$ cat config.mk
export PLATFORM = sky130hd
export DESIGN_NAME = evz_responder
export DESIGN_NICKNAME = d
export VERILOG_FILES = /design/src/rtl/evz_pkg.sv /design/src/rtl/evz_sync.sv /design/src/rtl/evz_responder.sv
export SDC_FILE = /design/constraint.sdc
export NUM_CORES = 1
export LEC_CHECK = 0
export CAP_MARGIN = 25
export CELL_PAD_IN_SITES_DETAIL_PLACEMENT = 1
export CELL_PAD_IN_SITES_GLOBAL_PLACEMENT = 2
export CORE_MARGIN = 1
export CORE_UTILIZATION = 32
export DETAILED_ROUTE_END_ITERATION = 8
export PLACE_DENSITY = 0.72
export SYNTH_ARGS = -nofsm -noshare
export SYNTH_HDL_FRONTEND = slang
export SYNTH_SLANG_ARGS = --single-unit
$ cat constraint.sdc
create_clock -name clk -period 2.4 [get_ports clk]
set_clock_uncertainty 0.1 [all_clocks]
set_input_delay 0.24 -clock clk [delete_from_list [all_inputs] [get_ports clk]]
set_output_delay 0.24 -clock clk [all_outputs]
set_load 0.005 [all_outputs]
$ cat src/rtl/evz_pkg.sv
// evz_pkg: shared types and constants for the dual-rail parity responder.
//   evz_state_e  - responder FSM states
//   SPACER/D0/D1/ILLEGAL - dual-rail codewords as {bit1, bit0}
//   TOKEN_CNT_W  - width of the optional accepted-token counter
package evz_pkg;

  typedef enum logic [1:0] {
    WAIT_NULL = 2'd0,
    NULL      = 2'd1,
    DATA      = 2'd2,
    ERR       = 2'd3
  } evz_state_e;

  localparam logic [1:0] SPACER  = 2'b00;
  localparam logic [1:0] D0      = 2'b01;
  localparam logic [1:0] D1      = 2'b10;
  localparam logic [1:0] ILLEGAL = 2'b11;

  localparam int unsigned TOKEN_CNT_W = 8;

endpackage

$ cat src/rtl/evz_sync.sv
// evz_sync: STAGES-deep flop chain bringing one asynchronous rail into clk.
// Ports:
//   clk   - sampling clock
//   rst_n - synchronous active-low reset, clears every stage
//   d     - asynchronous input rail
//   q     - synchronized rail (last stage)
module evz_sync #(
  parameter int unsigned STAGES = 2
) (
  input  logic clk,
  input  logic rst_n,
  input  logic d,
  output logic q
);

  logic [STAGES-1:0] chain_q;

  always_ff @(posedge clk) begin
    if (!rst_n) chain_q <= '0;
    else        chain_q <= {chain_q[STAGES-2:0], d};
  end

  assign q = chain_q[STAGES-1];

endmodule

$ cat src/rtl/evz_responder.sv
// evz_responder: accepts dual-rail tokens under a four-phase return-to-zero
// handshake and answers, on a dual-rail result, whether the number of "0"
// tokens accepted since reset is even (parity0) or odd (parity1).
// Ports:
//   clk         - single clock, rising edge
//   rst_n       - synchronous active-low reset
//   bit0, bit1  - asynchronous dual-rail input ("0" rail, "1" rail)
//   parity0     - result rail: zero count even
//   parity1     - result rail: zero count odd
//   err         - sticky illegal-codeword flag, cleared only by reset
//   token_count - accepted-token counter, present only with EVZ_TOKEN_COUNT_EN
// Parameter SYNC_STAGES (2..4): synchronizer depth per rail.
module evz_responder
  import evz_pkg::*;
#(
  parameter int unsigned SYNC_STAGES = 2
) (
  input  logic clk,
  input  logic rst_n,
  input  logic bit0,
  input  logic bit1,
  output logic parity0,
  output logic parity1,
  output logic err
`ifdef EVZ_TOKEN_COUNT_EN
  ,
  output logic [TOKEN_CNT_W-1:0] token_count
`endif
);

  logic             bit0_s;
  logic             bit1_s;
  logic [1:0]       cw;
  logic [SYNC_STAGES-1:0] prime_q;
  logic             sync_ok;

  evz_state_e state_q;
  evz_state_e state_d;
  logic       odd_q;
  logic       odd_d;
  logic       parity0_d;
  logic       parity1_d;
  logic       err_d;

  // Rail synchronizers
  evz_sync #(.STAGES(SYNC_STAGES)) u_sync0 (
    .clk   (clk),
    .rst_n (rst_n),
    .d     (bit0),
    .q     (bit0_s)
  );

  evz_sync #(.STAGES(SYNC_STAGES)) u_sync1 (
    .clk   (clk),
    .rst_n (rst_n),
    .d     (bit1),
    .q     (bit1_s)
  );

  assign cw = {bit1_s, bit0_s};

  // The reset zeros in the synchronizers look like a spacer; this marker
  // travels alongside them so WAIT_NULL only trusts real post-reset samples.
  always_ff @(posedge clk) begin
    if (!rst_n) prime_q <= '0;
    else        prime_q <= {prime_q[SYNC_STAGES-2:0], 1'b1};
  end

  assign sync_ok = prime_q[SYNC_STAGES-1];

  // Next-state, parity and registered-output computation
  always_comb begin
    state_d = state_q;
    odd_d   = odd_q;

    case (state_q)
      WAIT_NULL: begin
        if (sync_ok) begin
          if (cw == ILLEGAL)     state_d = ERR;
          else if (cw == SPACER) state_d = NULL;
        end
      end
      NULL: begin
        case (cw)
          ILLEGAL: state_d = ERR;
          D0: begin
            odd_d   = ~odd_q;
            state_d = DATA;
          end
          D1:      state_d = DATA;
          default: state_d = NULL;
        endcase
      end
      DATA: begin
        // Data-to-data changes are not new tokens; only a spacer releases.
        if (cw == ILLEGAL)     state_d = ERR;
        else if (cw == SPACER) state_d = NULL;
      end
      ERR:     state_d = ERR;
      default: state_d = WAIT_NULL;
    endcase

    // Outputs follow the next state so they land with it on the same edge.
    parity0_d = (state_d == DATA) && !odd_d;
    parity1_d = (state_d == DATA) &&  odd_d;
    err_d     = (state_d == ERR);
  end

  // State and output registers
  always_ff @(posedge clk) begin
    if (!rst_n) begin
      state_q <= WAIT_NULL;
      odd_q   <= 1'b0;
      parity0 <= 1'b0;
      parity1 <= 1'b0;
      err     <= 1'b0;
    end else begin
      state_q <= state_d;
      odd_q   <= odd_d;
      parity0 <= parity0_d;
      parity1 <= parity1_d;
      err     <= err_d;
    end
  end

`ifdef EVZ_TOKEN_COUNT_EN
  logic [TOKEN_CNT_W-1:0] cnt_q;
  logic [TOKEN_CNT_W-1:0] cnt_d;

  // Counts accepted tokens; ERR never enters DATA so the count freezes there.
  always_comb begin
    cnt_d = cnt_q;
    if ((state_q == NULL) && (state_d == DATA)) cnt_d = cnt_q + TOKEN_CNT_W'(1);
  end

  always_ff @(posedge clk) begin
    if (!rst_n) cnt_q <= '0;
    else        cnt_q <= cnt_d;
  end

  assign token_count = cnt_q;
`endif

endmodule

* Word-level counts from Yosys, hierarchy flattened *
Cells that the tools add are included.

word-level totals
  register bits = 12

operators by class
  bitwise logic cells = 1
  mux-type cells = 8
  equality and inequality tests = 8
  reductions and logical operators = 6

operators with widths
  kind                count
  $eq 2x2->1 const B  6
  $pmux 2 s4          1
  $mux 2              3
  $eq 2x1->1 const B  2
  $logic_not 2->1     2
  $pmux 2 s2          1
  $mux 1              3
  $logic_and 1x1->1   2
  $reduce_or 2->1     1
  $logic_not 1->1     1
  $not 1->1           1

* Logic depth before layout (Yosys ltp) *
  depth in word-level cells = 7
  depth in mapped cells = 5
  gate-level depth less buffers = 5

* Modules after synthesis *
A second synthesis with hierarchy kept.

unflattened totals
  cell total of the unflattened synthesis = 38
  area, all modules = 424.2 um^2

by module, submodules not included
  module         area each (um^2)  cells each  times used  seq. area each (um^2)
  evz_responder  319.1             30          1           160.2
  evz_sync       52.6              4           2           40.0

* Worst setup path after synthesis *
Ideal clock, no wire load.

  path kind = register to register
  start point = reg u_sync0.chain_q[1]
  end point = reg err
  path slack = 1131 ps
  setup time = 65 ps
  data arrival time = 1103 ps
  cell stages (with the launch flop) = 6
  path buffers = 0
  cells stage by stage = dfxtp_1 > inv_1 > ha_1 > nor2b_1 > mux2i_1 > nor2b_1

on the way
  word-level cells in the longest chain between the ends = 6

RTL lines
  what                      line                                      text
  start: declaration        evz_sync.sv:16                            logic [STAGES-1:0] chain_q;
  start signal: assignment  evz_sync.sv:20                            else chain_q <= {chain_q[STAGES-2:0], d};
  $logic_not 2->1           evz_responder.sv:80, evz_responder.sv:97
  $mux 2                    evz_responder.sv:80, evz_responder.sv:97
  $mux 2                    evz_responder.sv:96                       if (cw == ILLEGAL) state_d = ERR;
  $mux 2                    evz_responder.sv:78                       if (sync_ok) begin
  $pmux 2 s4 *              evz_responder.sv:76                       case (state_q)
  $eq 2x2->1 *              evz_responder.sv:106                      err_d = (state_d == ERR);
  end signal: assignment    evz_responder.sv:122                      err <= err_d;
  end: declaration          evz_responder.sv:24                       output logic err

Mark *: on every way between the ends. The rest lies on a longest branch, timed or not.
A chain may end at the register's enable or synchronous reset.

* Worst setup path in the final report *
Ends and elaborated chain as after synthesis.

==> results by group <==
Status
  – Outcome: finished clean

Critical path
  – CP cell instances: inv_1, ha_1, nor2b_1, mux2i_1, nor2b_1
  – CP Launch Type: flop
  – Slowest cell on crit path: dfxtp_1
  – Buffers & Inverters on Critical Path: 1
  – Stages on worst setup path: 5
  – Reg2Reg Depth: 5
  – WS Path Type: flop to flop
  – Most Frequent Cell on Critical Path: nor2b_1
  – Critical path capture point type: flop
  – FF-to-FF setup slack: 1000 ps
  – CP arrival: 1500 ps
  – Critical path fanouts, max: 4
  – Worst EP required: 2500 ps
  – Top delay family on crit path: flip-flops
  – CP max stage delay: 350 ps

Die
  – Core Rows: 12
  – Boundary Pins: 7
  – Die W: 38.41 um
  – Starting Density: 36.22%
  – Die H: 38.41 um
  – DIE AREA: 0.001475 mm2
  – CORE AREA: 0.001171 mm2

Synth
  – Count leader, synth: dfxtp_1
  – Ys Warns: 0
  – Yosys reg bits: 12
  – Dominant cells by area after synthesis: dfxtp_1, and2_1, ha_1
  – Syn Area/Cell: 11.16 um2
  – Synth area leader: dfxtp_1
  – Net Count, Synth: 45
  – Post-Syn Area: 424.2 um2
  – Post-synth EDFFs: 0
  – Post-synthesis sequential area ratio: 56.64%
  – Area share of the largest cell type after synthesis: 56.64%
  – Top cells by count, synth: dfxtp_1, and2_1, inv_1, ha_1
  – Top_reg_cell synth: dfxtp_1
  – Syn Inst Count: 38
  – Synth unique cells: 14
  – Ys async rst share: 0%

Clock network
  – # H-tree levels: 1
  – Cts bufs inserted: 3
  – Cts repair resizes: 0
  – # clock sinks: 12
  – Hold buffer count at cts: 0
  – Post-CTS setup buffers: 0
  – Clk slew on worst S/H paths: 60 ps
  – CTS root buffer: clkbuf_4
  – Max clock buf depth: 2
  – CTS tree: built
  – Worst-Skew Late Latency: 260 ps

Drt
  – Final WL: 636 um
  – DR vias: 277
  – WL per Instance: 10.43 um
  – Vias per inst: 4.541
  – Uppermost layer routed: met4
  – Detail Route met2 WL: 334 um
  – Met3 WL: 20 um
  – M1 wire length: 272 um
  – First-pass detailed-route iteration total: 1
  – Final ANT Viol Nets: 0
  – Drt first-iter violations: 0
  – Residual DRC: 0

Timing
  – Slew HR: 80.78%
  – Final setup vio count: 0
  – Hold Fails Final Rpt: 0
  – Achievable Freq: 0.7147 GHz
  – Crit path time final: 1399 ps
  – Final Max Tran Viols: 0
  – Setup Total Neg Slack: 0 ps
  – Period utilization: 58.30%
  – RSZ-0062 raised after global routing: false
  – Worst hold margin: 330.8 ps
  – Slew at the pin closest to its max-slew limit: 280.2 ps

Layout
  – Ant diodes: 0
  – Area grow syn2layout: 23.60%
  – Post-layout util: 44.77%
  – Share of cells above drive strength 1: 6.383%
  – Final nets: 56
  – Sequential cell area: 240.2 um2
  – Area of the multi-input gates: 168.9 um2
  – # fillers: 131

Global routing
  – Total Routing Usage GR: 12.68%
  – First-pass GRT wire length: 1159 um
  – Gr ovfl total: 0
  – Largest net degree at the start of global routing: 9
  – Vias in the first global route: 307
  – Antenna violations before repair: 0

Power and ir drop
  – Pleak: 0.2160 nW
  – Peak supply drop: 371.3 uV
  – Pwr/cell area: 659.8 mW/mm2
  – Total power: 0.3459 mW
  – Sequential share of power: 61.0%
  – Sw power: 0.06745 mW
  – Comb pwr share: 6.8%
  – Cell Int Power: 0.2784 mW
  – Clock share of power: 32.2%
  – Net Sw Frac: 19.50%

Placement
  – Placer Congestion: 0.6854
  – Dpl hpwl: 534.1 um
  – Number of I/O port buffers: 6

Job
  – Max Cap Viol: 0

Worst hold path
  – Hold depth: 1
  – Hold WC Path Type: flop to flop
## cells in the final DEF, fill, tap and decap left out, drive strengths merged
master and n:
inv 4, a211oi 1, clkdlybuf4s50 6, ha 3
a211o 1, dfxtp 12, nand3b 1, o22ai 1
and2 6, nor2 1, xor2 1, clkbuf 3
xnor2 1, nor2b 2, mux2i 2, nor3 2
## path summary, 6_finish.rpt
path / start / endpoint
worst min-delay path: u_sync1.chain_q[0] / u_sync1.chain_q[1]
worst max register to register: u_sync0.chain_q[1] / err
worst max-delay path: u_sync0.chain_q[1] / err
worst min register to register: u_sync1.chain_q[0] / u_sync1.chain_q[1]
## metrics by stage
stage / worst slack, ps / std cells / area, um2
global placement: 868.6 / 58 / 501.7
global route: 814.2 / 61 / 524.3
finish: 1001 / 61 / 524.3
detailed placement: 819.2 / 58 / 501.7
floorplan: 1131 / 38 / 424.2
CTS: 971.1 / 61 / 524.3
## logic make-up after synthesis
group	after synthesis	synth area share, %
buf+inv	4	3.539
fa+ha+maj	3	8.851
compound gates	3	5.312
flops	12	56.64
mux	2	4.720
xor+xnor	2	4.131
simple gates	12	16.81
## power groups by stage
stage / clock, mW / sequential (mW) / combinational, mW
detailed placement: 0 / 0.216 / 0.0241
global route: 0.128 / 0.212 / 0.0279
finish: 0.111 / 0.211 / 0.0234
global placement: 0 / 0.215 / 0.0229
CTS: 0.119 / 0.211 / 0.0243
floorplan: 0 / 0.215 / 0.0141
## worst reg2reg max path: stages (launching register included)
cell     delay, ps
dfxtp_1        350
inv_1           50
ha_1           280
nor2b_1        130
mux2i_1        250
nor2b_1        170
## state kept, by name (all words and copies together), names as in the netlist
name,flops
u_sync1.chain_q,2
parity0,1
parity1,1
odd_q,1
u_sync0.chain_q,2
err,1
state_q,2
prime_q,2
## layout make-up
type | instances | area share (%)
well taps | 14 | 3.341
clock buffers | 3 | 4.296
flip-flops and latches | 12 | 45.82
multi-input cells | 22 | 32.22
repair buffers | 6 | 11.46
inverters | 4 | 2.864
## metal layers
layer	vias up	global-route usage (%)
met5	-	0
met4	0	15.52
met3	2	1.744
met2	4	18.64
met1	128	14.13
li1	143	-
No activity file was read; power rests on OpenSTA's default activity.
